`src/rtl/out_port_pkg.sv`:
```
// Shared types and widths for the Nibbler output-port controller.
package out_port_pkg;

   localparam int unsigned NIBBLE_W = 4;

   // Handshake FSM: IDLE loads the next nibble, VALID waits for ack (or gives up),
   // RELEASE waits for the peripheral to drop ack.
   typedef enum logic [1:0] {
      IDLE    = 2'd0,
      VALID   = 2'd1,
      RELEASE = 2'd2
   } state_t;

endpackage

```
`src/rtl/out_fifo.sv`:
```
// Small nibble FIFO between the CPU OUT strobe and the port handshake.
// Ports:
//   clk, reset      - clock, asynchronous active-low reset
//   push, push_data - write request and nibble
//   pop             - remove the head entry
//   head            - current head entry (valid when not empty)
//   count           - number of stored entries (0..DEPTH)
//   full, empty     - combinational status from count
// A push while full is accepted only when a pop happens in the same cycle.
module out_fifo
   import out_port_pkg::*;
#(
   parameter int unsigned DEPTH = 4
) (
   input  logic                  clk,
   input  logic                  reset,
   input  logic                  push,
   input  logic [NIBBLE_W-1:0]   push_data,
   input  logic                  pop,
   output logic [NIBBLE_W-1:0]   head,
   output logic [$clog2(DEPTH):0] count,
   output logic                  full,
   output logic                  empty
);

   localparam int unsigned AW = $clog2(DEPTH);
   localparam int unsigned CW = AW + 1;

   logic [NIBBLE_W-1:0] mem [DEPTH];
   logic [AW-1:0]       wr_ptr;
   logic [AW-1:0]       rd_ptr;
   logic                do_push;
   logic                do_pop;

   assign full    = (count == CW'(DEPTH));
   assign empty   = (count == '0);
   assign do_pop  = pop && !empty;
   assign do_push = push && (!full || do_pop);
   assign head    = mem[rd_ptr];

   // Storage has no reset; only pointers and count define validity.
   always_ff @(posedge clk) begin
      if (do_push) begin
         mem[wr_ptr] <= push_data;
      end
   end

   // Pointers wrap modulo DEPTH (power of two).
   always_ff @(posedge clk or negedge reset) begin
      if (!reset) begin
         wr_ptr <= '0;
         rd_ptr <= '0;
         count  <= '0;
      end else begin
         if (do_push) begin
            wr_ptr <= wr_ptr + AW'(1);
         end
         if (do_pop) begin
            rd_ptr <= rd_ptr + AW'(1);
         end
         case ({do_push, do_pop})
            2'b10:   count <= count + CW'(1);
            2'b01:   count <= count - CW'(1);
            default: count <= count;
         endcase
      end
   end

endmodule

```
`src/rtl/out_port_ctrl.sv`:
```
// Output-port controller: buffers CPU OUT nibbles and presents them on the
// external port with a 4-phase valid/ack handshake.
// Ports:
//   clk, reset        - clock, asynchronous active-low reset
//   enableOut         - CPU write strobe, data_bus sampled when high
//   data_bus          - CPU nibble
//   data_out          - external port data (registered, held between transfers)
//   port_valid        - handshake request (registered)
//   port_ack          - peripheral acknowledge (synchronous)
//   busy              - FIFO full (combinational)
//   fifo_level        - FIFO entry count
//   err_clr           - clears sticky error flags (a same-cycle set wins)
//   overflow_err      - sticky: a write was dropped because the FIFO was full
//   timeout_err       - sticky: a nibble was dropped waiting for ack
module out_port_ctrl
   import out_port_pkg::*;
#(
   parameter int unsigned DEPTH       = 4,
   parameter int unsigned ACK_TIMEOUT = 15
) (
   input  logic                   clk,
   input  logic                   reset,
   input  logic                   enableOut,
   input  logic [NIBBLE_W-1:0]    data_bus,
   output logic [NIBBLE_W-1:0]    data_out,
   output logic                   port_valid,
   input  logic                   port_ack,
   output logic                   busy,
   output logic [$clog2(DEPTH):0] fifo_level,
   input  logic                   err_clr,
   output logic                   overflow_err,
   output logic                   timeout_err
);

   localparam int unsigned TW = (ACK_TIMEOUT > 1) ? $clog2(ACK_TIMEOUT) : 1;

   state_t              state;
   state_t              state_nxt;
   logic [TW-1:0]       timer;
   logic [TW-1:0]       timer_nxt;
   logic [NIBBLE_W-1:0] data_nxt;
   logic                valid_nxt;
   logic                ovf_nxt;
   logic                to_nxt;
   logic                pop;
   logic                ovf_ev;
   logic                to_ev;
   logic [NIBBLE_W-1:0] head;
   logic                empty;

   out_fifo #(
      .DEPTH (DEPTH)
   ) u_fifo (
      .clk       (clk),
      .reset     (reset),
      .push      (enableOut),
      .push_data (data_bus),
      .pop       (pop),
      .head      (head),
      .count     (fifo_level),
      .full      (busy),
      .empty     (empty)
   );

   // State and output registers.
   always_ff @(posedge clk or negedge reset) begin
      if (!reset) begin
         state        <= IDLE;
         timer        <= '0;
         data_out     <= '0;
         port_valid   <= 1'b0;
         overflow_err <= 1'b0;
         timeout_err  <= 1'b0;
      end else begin
         state        <= state_nxt;
         timer        <= timer_nxt;
         data_out     <= data_nxt;
         port_valid   <= valid_nxt;
         overflow_err <= ovf_nxt;
         timeout_err  <= to_nxt;
      end
   end

   // Next-state, handshake and error-flag logic.
   always_comb begin
      state_nxt = state;
      timer_nxt = timer;
      data_nxt  = data_out;
      valid_nxt = port_valid;
      pop       = 1'b0;
      to_ev     = 1'b0;

      case (state)
         IDLE: begin
            if (!empty) begin
               pop       = 1'b1;
               data_nxt  = head;
               timer_nxt = '0;
               valid_nxt = 1'b1;
               state_nxt = VALID;
            end
         end
         VALID: begin
            if (port_ack) begin
               valid_nxt = 1'b0;
               state_nxt = RELEASE;
            end else if (timer == TW'(ACK_TIMEOUT - 1)) begin
               // data_out keeps the dropped nibble
               valid_nxt = 1'b0;
               to_ev     = 1'b1;
               state_nxt = IDLE;
            end else begin
               timer_nxt = timer + TW'(1);
            end
         end
         RELEASE: begin
            if (!port_ack) begin
               state_nxt = IDLE;
            end
         end
         default: begin
            valid_nxt = 1'b0;
            state_nxt = IDLE;
         end
      endcase

      // A full FIFO still accepts a write when the head leaves the same cycle.
      ovf_ev  = enableOut && busy && !pop;
      ovf_nxt = ovf_ev || (overflow_err && !err_clr);
      to_nxt  = to_ev  || (timeout_err  && !err_clr);
   end

endmodule

```
`config.mk`:
```
export PLATFORM = sky130hd
export DESIGN_NAME = out_port_ctrl
export DESIGN_NICKNAME = d
export VERILOG_FILES = /design/src/rtl/out_port_pkg.sv /design/src/rtl/out_fifo.sv /design/src/rtl/out_port_ctrl.sv
export SDC_FILE = /design/constraint.sdc
export NUM_CORES = 1
export LEC_CHECK = 0
export CORE_AREA = 2 2 63 50
export CTS_BUF_LIST = sky130_fd_sc_hd__clkbuf_4 sky130_fd_sc_hd__clkbuf_8
export DETAILED_ROUTE_END_ITERATION = 12
export DIE_AREA = 0 0 65 52
export PLACE_DENSITY_LB_ADDON = 0.08
export SLEW_MARGIN = 20
export SYNTH_ARGS = -nofsm -noshare
export SYNTH_HDL_FRONTEND = slang
export SYNTH_SLANG_ARGS = --single-unit
```
`constraint.sdc`:
```
create_clock -name clk -period 3.4 [get_ports clk]
set_input_delay 0.51 -clock clk [delete_from_list [all_inputs] [get_ports clk]]
set_output_delay 0.51 -clock clk [all_outputs]
set_load 0.02 [all_outputs]
```
* After elaboration in Yosys (flattened, before gate mapping)
Memories as Yosys holds them, arrays and structs flattened. A register that Yosys moved wholly into a read port is not among the register bits.
Cells that the tools add are included.
W data, S select, Z words.
** Cells by class
- Equal/unequal tests :: 11
- $add $sub $neg :: 5
- Reductions and logical operators :: 22
- Bitwise gates (word level) :: 2
- Multiplexer cells :: 21
** Operators with widths (number)
- $mux W4 :: 3
- $mux W1 :: 10
- $mux W2 :: 4
- $ne A2 B2 Y1 const B :: 4
- $pmux W4 S2 :: 1
- $logic_and A1 B1 Y1 :: 6
- $pmux W2 S3 :: 1
- $pmux W3 S2 :: 1
- $reduce_and A3 Y1 :: 2
- $logic_not A1 Y1 :: 5
- $add A2 B1 Y2 const B :: 2
- $add A4 B1 Y4 const B :: 1
- $eq A2 B1 Y1 const B :: 2
- $eq A2 B2 Y1 const B :: 2
- $eq A4 B4 Y1 const B :: 1
- $reduce_and A4 Y1 :: 1
- $reduce_bool A2 Y1 :: 2
- $add A3 B1 Y3 const B :: 1
- $eq A3 B3 Y1 const B :: 1
- $logic_not A3 Y1 :: 1
- $logic_or A1 B1 Y1 :: 3
- $ne A3 B3 Y1 const B :: 1
- $pmux W1 S3 :: 1
- $sub A3 B1 Y3 const B :: 1
- other kinds (3) :: 4
** Storage, ports and cells
- Bits in registers :: 16
- Output and inout port bits :: 11
- Word-level logic and storage cells :: 70
- Memories kept :: 1
- Bits in writable memories :: 16
** Memory list
- u_fifo.mem :: words 4, bits a word 4, read ports 1, clocked after Yosys merged registers in 1, wr ports 1, line out_fifo.sv:29 : logic [NIBBLE_W-1:0] mem [DEPTH];

* Depth between registers and ports, before layout
Gate-level depths: netlist (run 1).
- Depth after elaboration :: 8
- Depth in mapped cells :: 9
- Mapped depth without buffers :: 9

* Hierarchy
Synthesis (run 1) repeated with hierarchy kept, for this count alone.
** Unflattened totals
- Cell total of the unflattened synthesis :: 130
- Area total of the unflattened synthesis :: 1794.2 um^2
** By module, submodules not included
- out_fifo :: cells an instance 73, times used 1, area an instance 1099.8 um^2
- out_port_ctrl :: cells an instance 57, times used 1, area an instance 694.4 um^2

* Worst setup path after synthesis (run 1)
Ideal clock, no wire load.
- Path type :: reg2reg
- Start point :: reg u_fifo.count[2]
- End point :: reg u_fifo.count[2]
- Data arrival time :: 2.131 ns
- Period minus slack after synthesis :: 2.211 ns
- Stages on the path, launching flop included :: 10
- Path slack :: 1.189 ns
- Cell sequence :: dfrtp_1 > or3b_4 > o21a_4 > inv_1 > ha_1 > inv_1 > fa_1 > xor2_1 > nor2_1 > xor2_1
** Between the ends
- Longest elaborated chain between the ends :: 8
- Elaborated cells between the ends (all ways) :: 15
** RTL lines
- start: declaration :: line out_fifo.sv:21 : output logic [$clog2(DEPTH):0] count,
- start signal: assignment :: line out_fifo.sv:62 : 2'b10: count <= count + CW'(1);
- start signal: assignment :: line out_fifo.sv:63 : 2'b01: count <= count - CW'(1);
- start signal: assignment :: line out_fifo.sv:64 : default: count <= count;
- $logic_not A3 Y1 :: line out_fifo.sv:36 : assign empty = (count == '0);
- $mux W1 :: line out_port_ctrl.sv:95 : if (!empty) begin
- $mux W1 :: line out_port_ctrl.sv:93 : case (state)
- $logic_and A1 B1 Y1 :: line out_fifo.sv:37 : assign do_pop = pop && !empty;
- $logic_or A1 B1 Y1 :: line out_fifo.sv:38 : assign do_push = push && (!full || do_pop);
- $logic_and A1 B1 Y1 :: line out_fifo.sv:38
- $eq A2 B1 Y1 or $eq A2 B2 Y1 (tied branches) :: line out_fifo.sv:61 : case ({do_push, do_pop})
- $pmux W3 S2 or $reduce_bool A2 Y1 (tied branches)
Several ways; a longest one is shown, not always the timed one.
A chain may end at the register's enable or synchronous reset.

* Final worst setup path (run 1)
- Start point :: reg u_fifo.count[0]
- End point :: out busy
** Between the ends
- Longest elaborated chain between the ends :: 1
** RTL lines
- $eq A3 B3 Y1 :: line out_fifo.sv:35 : assign full = (count == CW'(DEPTH));
- end: declaration :: line out_port_ctrl.sv:28 : output logic busy,
Every way passes these cells.

==> results of run 1 <==
==> critical path, cell delays in order, from the launching register on <==
cell	delay (ns)
dfrtp_1	0.43
or3b_4	0.42
inv_1	0.08
clkdlybuf4s50_1	0.59
==> routing by layer <==
layer | global-route usage [%] | vias to the layer above | wire length, um | share of wire [%]
li1 | - | 424 | - | -
met1 | 23.6 | 439 | 1190 | 46
met2 | 26.5 | 21 | 1250 | 48
met3 | 7.79 | 2 | 130 | 5.0
met4 | 7.45 | 0 | 16 | 0.62
met5 | 0 | - | 0 | 0
==> cells in the mapped netlist, types with 2 or more instances <==
master     count
dfrtp_1       20
edfxtp_1      16
inv_1         14
and2_1         7
ha_1           7
mux2_2         5
mux4_2         4
nand3_1        4
xnor2_1        4
xor2_1         3
nor2_1         2
o2bb2ai_1      2
==> path summary, 6_finish.rpt <==
kind                                                    end  slack, ns  cells after the start
min in group asynchronous       u_fifo.count[0]$_DFFE_PN0P_       0.73                      1
worst min-delay path            u_fifo.count[2]$_DFFE_PN0P_       0.50                      1
worst min register to register  u_fifo.count[2]$_DFFE_PN0P_       0.50                      1
max in group asynchronous              timer[2]$_DFFE_PN0P_       2.13                      1
worst max-delay path                                   busy       1.08                      3
worst max register to register  u_fifo.count[2]$_DFFE_PN0P_       1.13                      9
==> kinds of logic after synthesis <==
logic type | count (synthesis) | synth area share [%]
flops | 36 | 61.7
simple gates | 21 | 8.26
buf+inv | 15 | 3.62
mux | 11 | 10.8
compound gates | 9 | 5.04
fa+ha+maj | 8 | 6.77
xor+xnor | 7 | 3.86
==> flip-flops by register name, indices dropped and copies added, names as in the netlist <==
signal / cells
u_fifo.mem: 16
data_out: 4
timer: 4
u_fifo.count: 3
state: 2
u_fifo.rd_ptr: 2
u_fifo.wr_ptr: 2
overflow_err: 1
port_valid: 1
timeout_err: 1
==> power by group <==
part / internal, mW / switching [mW] / total, mW
sequential: 0.607 / 0.119 / 0.725
clock: 0.193 / 0.141 / 0.334
combinational: 0.368 / 0.337 / 0.706
==> metrics by stage <==
stage	hold WS (ns)	instances	area (um2)	setup WS (ns)
2_1_floorplan	0.214	107	1590	1.19
3_3_place_gp	0.488	163	1820	1.19
3_5_place_dp	0.497	163	1820	1.09
4_1_cts	0.507	171	1930	1.07
5_1_grt	0.518	171	1930	0.998
6_report	0.504	171	1930	1.08
==> layout make-up <==
| type | count | area [um2] | share of cell area, % |
|---|---|---|---|
| flip-flops and latches | 36 | 981 | 50.9 |
| multi-input cells | 56 | 552 | 28.6 |
| repair buffers | 19 | 190 | 9.87 |
| clock buffers | 8 | 104 | 5.39 |
| inverters | 14 | 52.6 | 2.73 |
| well taps | 38 | 47.5 | 2.47 |
==> cells in the final DEF (no fill, tap or decap), types with 2 or more instances in the layout <==
cell / count
inv_1: 14
clkbuf_8: 7
xnor2_1: 4
xor2_1: 3
edfxtp_1: 16
clkdlybuf4s50_1: 19
ha_1: 7
and2_1: 7
mux2_2: 5
mux4_2: 4
nand3_1: 4
dfrtp_1: 20
nor2_1: 2
o2bb2ai_1: 2
==> key figures, run 1 <==
Timing
  – Rel. slew slack: 40.7%
  – Clk_skew: 0.00800 ns
  – Final Max Tran Viols: 0
  – Final min period: 2.32 ns
  – Final period utilization: between 60% and 70%
  – Slew @ Worst Pin: around 0.89 ns
  – Setup TNS Final: 0 ns
  – F_max: ~430 MHz
  – Endpoints failing setup: 0
  – RSZ-0062 raised after global routing: false
  – Fin. Hold Viols: 0

Placement
  – Buffers added on ports: 19
  – GP Congestion: 0.773
  – Dpl hpwl: 1870 um

Synth
  – Post-synthesis cell area: 1590 um2
  – Area contributors post-synth: dfrtp_1 (31%), edfxtp_1 (30%), mux4_2 (5.7%), ha_1 (5.5%), mux2_2 (3.5%)
  – Post-synthesis cell count: 107
  – Share of the synthesized area in the top cell type: 31.5%
  – Yosys top cell by area: dfrtp_1
  – Part of the Yosys area used for sequential elements: between 60% and 70%
  – Synth warn: 0
  – Share of synthesized registers carrying an async set or reset: 55.6%
  – Syn Nets: 124
  – Synthesized area per cell: 14.9 um2
  – Library cells used by synthesis: 31
  – Dominant synthesized flop cell: dfrtp_1
  – EDFF count, synth: 16
  – Yosys reg bits: 36

Setup path
  – WS Path Type: reg2out
  – FF-to-FF Start: u_fifo.count[0]$_DFFE_PN0P_
  – Max Fanout on Critical Path: 5
  – Crit path arrival time: 1.81 ns
  – Worst EP required: slightly below 3 ns
  – Origin of the worst setup path: u_fifo.count[0]$_DFFE_PN0P_
  – CP Launch Type: flop
  – Crit end category: primary output

Drt
  – First-pass DRT Iterations: 4
  – Antenna-violating nets left: 0
  – Initial DRC Count: 81
  – Residual DRC: 0
  – Vias: 886
  – Final wirelength: 2580 um
  – Routed vias/inst: between 5 and 6
  – Wire per inst: 15.1 um

Clock tree
  – H-tree lvl count: 2
  – Clk Latency, worst-skew pair: ~0.29 ns
  – Clock buffer depth: 2
  – CTS Hold Bufs: 0
  – TritonCTS clock tree: built
  – Clock transition at path regs: 0.07 ns
  – CTS buffer count: 5
  – Clock Sinks: 36
  – Root buf cell: clkbuf_8
  – # resized after CTS: 0
  – Post-CTS setup buffer count: 0

GRT
  – Aggregate global-route resource usage: 18.0%
  – First-pass GRT wire length: 4190 um
  – Initial antenna violation count: 0
  – Gr ovfl total: 0
  – Largest net degree at the start of global routing: 21
  – Vias in the first global route: about 900

Floorplanning
  – Die height: 52 um
  – Starting density of the core: 57.1%
  – Die width: 65 um
  – Die area: ~3400 um2
  – Io pins: 20
  – Cell Rows: 17
  – Core footprint: ~2800 um2

Cells and area
  – Final net count: 149
  – Final core occ: 69.2%
  – Layout cells sized above 1: 17.3%
  – # fillers: 182
  – ANT cells: 0
  – Area Growth Syn to Fin: 21.2%

Power
  – VDD IR-drop max: ~0.54 mV
  – Power per cell area: 916 nW/um2
  – Pwr Total: 1.76 mW
  – Leakage: 0.796 nW

Run
  – Max cap viols: 0

Hold path
  – Hold_sp: u_fifo.count[2]$_DFFE_PN0P_
  – Worst Hold Class: reg2reg

Status
  – Status: finished, final reports clean
Note: power is estimated with default switching activity, not from simulation.
==> inputs of run 2 (changes only) <==
CORE_AREA = 2 2 65 52   (was 2 2 63 50)
DIE_AREA = 0 0 67 54   (was 0 0 65 52)
clock period = 2.2 ns   (was 3.4 ns; I/O delays follow)
==> run 2 against run 1 <==
Effect of this change:
- clock power up 37%
- combinational power grew 70%
- total power grew 57%
- largest cell class unchanged
- highest routed layer unchanged
==> key figures, run 2 (same netlist as run 1, synthesis figures left out) <==
Status
  – Status: finished, final reports clean

Setup path
  – Crit path largest cell delay: 0.42 ns (-0.17 ns)
  – Flop-to-flop setup slack: 0.07 ns (-1.06 ns)
  – Crit end category: flop
  – Worst Reg2Reg Path Length in Cells: 9 (unchanged)
  – FF-to-FF Start: u_fifo.count[0]$_DFFE_PN0P_
  – Reg2reg end: u_fifo.count[2]$_DFFE_PN0P_
  – WS Path Type: reg2reg
  – Critical Path Slowest Stage Cell: or3b_4
  – Crit path cell chain: or3b_4, o21a_4, inv_1, ha_2, inv_1, fa_2, xor2_1, nor2_1, xor2_1
  – CP Launch Type: flop
  – Max Fanout on Critical Path: 3 (-2)
  – Worst EP required: 2.40 ns (-0.49 ns)
  – Crit path arrival time: 2.33 ns (+0.52 ns)

Timing
  – F_max: approximately 470 MHz
  – Hold WS: 0.391 ns (-0.113 ns)
  – Clk_skew: 0.00230 ns (-0.00571 ns)
  – Rel. slew slack: 77.2% (+37 points)
  – Endpoints failing setup: 0 (unchanged)
  – Final period utilization: 96.8%
  – Final WS setup: 0.0713 ns (-1.01 ns)
  – Setup TNS Final: 0 ns (unchanged)
  – Slew @ Worst Pin: 0.342 ns (-0.545 ns)
  – Final Max Tran Viols: 0 (unchanged)
  – Fin. Hold Viols: 0 (unchanged)
  – Final min period: 2.13 ns

Drt
  – Vias: 912 (+2.9%)
  – Residual DRC: 0 (unchanged)
  – Wire per inst: 14.0 um (-7.2%)
  – First-pass DRT Iterations: 4 (unchanged)
  – Final wirelength: 2550 um (-1.3%)
  – Initial DRC Count: 23 (-72%)
  – Antenna-violating nets left: 0 (unchanged)
  – Routed vias/inst: 5.01 (-3.3%)

GRT
  – First-pass GRT wire length: 4040 um (-3.6%)
  – Gr ovfl total: 0 (unchanged)
  – Initial antenna violation count: 0 (unchanged)
  – Vias in the first global route: 902 (+1.8%)
  – Largest net degree at the start of global routing: 21 (unchanged)
  – Aggregate global-route resource usage: 16.3% (-1.7 points)

Clock tree
  – H-tree lvl count: 2 (unchanged)
  – TritonCTS clock tree: built
  – CTS buffer count: 5 (unchanged)
  – CTS Hold Bufs: 0 (unchanged)
  – Clock buffer depth: 2 (unchanged)
  – Clk Latency, worst-skew pair: 0.28 ns (about the same)
  – Clock transition at path regs: 0.06 ns (about the same)
  – Root buf cell: clkbuf_8
  – Clock Sinks: 36 (unchanged)

Cells and area
  – Post-route cell area: 1990 um2 (+3.2%)
  – Most flop-heavy register: u_fifo.mem
  – Layout cells sized above 1: 25.4% (+8.1 points)
  – Most frequent cells in the layout: clkdlybuf4s50_1 (19), dfrtp_1 (17), edfxtp_1 (16)
  – Final net count: 158 (+6.0%)
  – Final core occ: 65.0% (-4.2 points)
  – Commonest non-fill, non-tap cell in the layout: clkdlybuf4s50_1
  – # fillers: 235 (+29%)
  – Largest regs: u_fifo.mem x16, data_out x4, timer x4
  – Largest register FFs: 16 (unchanged)
  – ANT cells: 0 (unchanged)
  – Area Growth Syn to Fin: 25.1%
  – Finished Layout Cells: 182 (+6.4%)

Placement
  – Cells after DPL: 172 (+5.5%)
  – Dpl hpwl: 1950 um (+4.0%)
  – Placement-stage worst setup slack: -0.0115 ns (-1.10 ns)
  – Buffers added on ports: 19 (unchanged)
  – GP Congestion: 0.716 (-7.4%)
  – Placed Instance Area: 1880 um2 (+3.2%)

Power
  – Power per cell area: 1390 nW/um2 (+52%)
  – Pwr Total: 2.77 mW (+57%)
  – Leakage: 0.826 nW (+3.7%)
  – VDD IR-drop max: 0.875 mV (+63%)

Hold path
  – Worst Hold Class: in2async

Floorplanning
  – Starting density of the core: 51.9% (-5.2 points)
  – Die area: 3620 um2 (+7.0%)
  – Die width: 67 um (+3.1%)
  – Io pins: 20 (unchanged)
  – Cell Rows: 18 (+1)
  – Die height: 54 um (+3.8%)
  – Core footprint: 3060 um2 (+9.9%)

Run
  – Max cap viols: 0 (unchanged)
[run 2: repair_timing]
item	in CTS	in global routing
gates resized for setup	2	0
buffers inserted	1	1
pin swaps	3	2
setup endpoints to repair	1	1
[run 2: cell type report]
class                   instances  area, um2  share of cell area (%)
flip-flops and latches         36        985                    49.5
multi-input cells              56        557                    28.0
repair buffers                 28        258                    13.0
clock buffers                   7       83.8                    4.21
inverters                      14       52.6                    2.64
well taps                      40       50.0                    2.52
clock inverters                 1       3.75                   0.189
[run 2: how the worst max path moves through the flow]
stage / from / endpoint / slack [ns]
after global routing: u_fifo.count[0]$_DFFE_PN0P_ / u_fifo.count[2]$_DFFE_PN0P_ / -0.002
after CTS: u_fifo.count[0]$_DFFE_PN0P_ / u_fifo.count[2]$_DFFE_PN0P_ / 0.02
after floorplan: u_fifo.count[1]$_DFFE_PN0P_ / u_fifo.count[2]$_DFFE_PN0P_ / 0.01
after global placement: u_fifo.count[1]$_DFFE_PN0P_ / u_fifo.count[2]$_DFFE_PN0P_ / 0.07
final: u_fifo.count[0]$_DFFE_PN0P_ / u_fifo.count[2]$_DFFE_PN0P_ / 0.07
after detailed placement: u_fifo.count[1]$_DFFE_PN0P_ / u_fifo.count[2]$_DFFE_PN0P_ / -0.01
[run 2: layer usage]
| layer | part of all wire [%] | global-route usage [%] | vias to the layer above | wire (um) |
|---|---|---|---|---|
| li1 | - | - | 446 | - |
| met1 | 49 | 21.7 | 439 | 1260 |
| met2 | 44 | 23.3 | 22 | 1110 |
| met3 | 5.4 | 5.65 | 5 | 139 |
| met4 | 1.6 | 9.18 | 0 | 42 |
| met5 | 0 | 0 | - | 0 |
[run 2: power breakdown]
group	switching (mW)	internal, mW
clock network	0.211	0.245
registers	0.167	0.943
logic	0.541	0.659
[run 2: worst max-delay path, delay by kind of cell, from the launching register on]
family	cells	cell delay (ns)
AOI/OAI and AO/OA	1	0.22
xor gates and xnor gates	2	0.30
adders and majority gates	2	0.49
buffers and inverters	2	0.10
DFF	1	0.40
and+or+nand+nor	2	0.54
==> inputs of run 3 (changes only) <==
--- a/constraint.sdc
+++ b/constraint.sdc
@@ -3,2 +3,2 @@
 set_output_delay 0.33 -clock clk [all_outputs]
-set_load 0.02 [all_outputs]
+set_load 0.1 [all_outputs]
==> run 3 against run 2 <==
Effect of this change:
- worst hold slack worse by 0.014 ns
- die area did not move
- utilization shrank 0.82 points
- highest routed layer unchanged
- sequential share of layout area grew 1.0 points
- wire length grew 3.0%
- fmax decreased by 1.0%
==> key figures, run 3 (same netlist as run 1, synthesis figures left out) <==
Status
  – Status: finished, final reports clean

Setup path
  – WS Path Type: reg2reg
  – Crit end category: flop
  – Crit path arrival time: 2.37 ns (+0.04 ns)
  – Worst EP required: 2.42 ns (+0.02 ns)
  – Max Fanout on Critical Path: 4 (+1)
  – CP Launch Type: flop

Drt
  – Wire per inst: 14.7 um (+4.7%)
  – Vias: 937 (+2.7%)
  – Routed vias/inst: 5.23 (+4.5%)
  – Final wirelength: 2630 um (+3.0%)
  – Initial DRC Count: 53 (+130%)
  – Antenna-violating nets left: 0 (unchanged)
  – First-pass DRT Iterations: 4 (unchanged)
  – Residual DRC: 0 (unchanged)

Floorplanning
  – Die area: 3620 um2 (unchanged)
  – Cell Rows: 18 (unchanged)
  – Die width: 67 um (unchanged)
  – Starting density of the core: 51.9% (unchanged)
  – Die height: 54 um (unchanged)
  – Core footprint: 3060 um2 (unchanged)
  – Io pins: 20 (unchanged)

Clock tree
  – CTS buffer count: 5 (unchanged)
  – Root buf cell: clkbuf_8
  – H-tree lvl count: 2 (unchanged)
  – Clock buffer depth: 2 (unchanged)
  – Clock Sinks: 36 (unchanged)
  – Post-CTS setup buffer count: 0 (-1)
  – TritonCTS clock tree: built
  – # resized after CTS: 0 (-2)
  – Clock transition at path regs: 0.07 ns (about the same)
  – CTS Hold Bufs: 0 (unchanged)
  – Clk Latency, worst-skew pair: 0.29 ns (about the same)

Timing
  – Rel. slew slack: 76.2% (-0.99 points)
  – RSZ-0062 raised after global routing: true
  – Final min period: 2.15 ns (+0.0216 ns)
  – Final Max Tran Viols: 0 (unchanged)
  – Setup TNS Final: 0 ns (unchanged)
  – Slew @ Worst Pin: 0.357 ns (+0.0149 ns)
  – Fin. Hold Viols: 0 (unchanged)
  – Final period utilization: 97.7% (+0.98 points)
  – Endpoints failing setup: 0 (unchanged)
  – F_max: 465 MHz (-1.0%)
  – Clk_skew: 0.00988 ns (+0.00758 ns)

Hold path
  – Worst Hold Class: in2async

Placement
  – Dpl hpwl: 1980 um (+1.8%)
  – GP Congestion: 0.823 (+15%)
  – Buffers added on ports: 19 (unchanged)

Cells and area
  – Area Growth Syn to Fin: 23.5%
  – Most flop-heavy register: u_fifo.mem
  – Largest register FFs: 16 (unchanged)
  – # fillers: 251 (+6.8%)
  – ANT cells: 0 (unchanged)
  – Most frequent cells in the layout: dfrtp_1 (17), buf_4 (16), edfxtp_1 (16)
  – Commonest non-fill, non-tap cell in the layout: dfrtp_1
  – Layout cells sized above 1: 33.1% (+7.7 points)
  – Largest regs: u_fifo.mem x16, data_out x4, timer x4
  – Final net count: 155 (-1.9%)

GRT
  – Vias in the first global route: 958 (+6.2%)
  – Initial antenna violation count: 0 (unchanged)
  – Largest net degree at the start of global routing: 21 (unchanged)
  – Gr ovfl total: 0 (unchanged)
  – Aggregate global-route resource usage: 17.3% (+1.0 points)
  – First-pass GRT wire length: 4300 um (+6.5%)

Run
  – Max cap viols: 0 (unchanged)
[run 3: cell count changes in the layout (fill, tap and decap cells not counted), sizes merged]
cell	before	now
clkdlybuf4s50	19	8
clkinv	1	3
buf	9	17
clkbuf	7	5
[run 3: final cells by class]
type / count / area (um2) / share of cell area, %
flip-flops and latches: 36 / 992 / 50.5
multi-input cells: 56 / 567 / 28.9
repair buffers: 25 / 220 / 11.2
clock buffers: 5 / 68.8 / 3.50
inverters: 14 / 52.6 / 2.68
well taps: 40 / 50.0 / 2.55
clock inverters: 3 / 13.8 / 0.701
[run 3: critical path: stages (launching register included)]
cell     delay [ns]
dfrtp_4        0.50
or3b_4         0.40
o21a_4         0.21
inv_2          0.06
ha_4           0.14
inv_2          0.04
fa_2           0.35
xor2_1         0.14
nor2_1         0.11
xor2_1         0.14
[run 3: worst paths after layout]
check                                            start                            to  slack (ns)  cells past startpoint
min in group clk               data_out[0]$_DFFE_PN0P_       data_out[0]$_DFFE_PN0P_        0.51                      1
max                        u_fifo.count[1]$_DFFE_PN0P_   u_fifo.count[2]$_DFFE_PN0P_        0.05                      9
min reg2reg                    data_out[0]$_DFFE_PN0P_       data_out[0]$_DFFE_PN0P_        0.51                      1
max reg2reg                u_fifo.count[1]$_DFFE_PN0P_   u_fifo.count[2]$_DFFE_PN0P_        0.05                      9
min                                              reset  u_fifo.rd_ptr[1]$_DFFE_PN0P_        0.38                      2
max in group asynchronous                        reset   u_fifo.count[0]$_DFFE_PN0P_        1.59                      2
[run 3: through the flow]
| step | utilization [%] | setup slack, ns | hold slack, ns | area [um2] | cells |
|---|---|---|---|---|---|
| 2_1_floorplan | - | -0.120 | 0.0344 | 1620 | 107 |
| 3_3_place_gp | 61.4 | 0.100 | 0.489 | 1880 | 171 |
| 3_5_place_dp | 61.4 | 0.0527 | 0.496 | 1880 | 171 |
| 4_1_cts | 64.1 | 0.0326 | 0.383 | 1960 | 179 |
| 5_1_grt | 64.1 | -0.0690 | 0.408 | 1960 | 179 |
| 6_report | 64.1 | 0.0497 | 0.377 | 1960 | 179 |
[run 3: metal layers]
metal  GRT usage, %  up-vias  part of all wire, %
met5              0        -                    0
met3           6.28        9                  6.0
met4           10.2        0                  2.5
li1               -      435                    -
met1           21.4      472                   44
met2           26.4       21                   47
Power of run 3 is not shown: default switching activity piles up to over one toggle a cycle in this logic, so the estimate is an artifact.
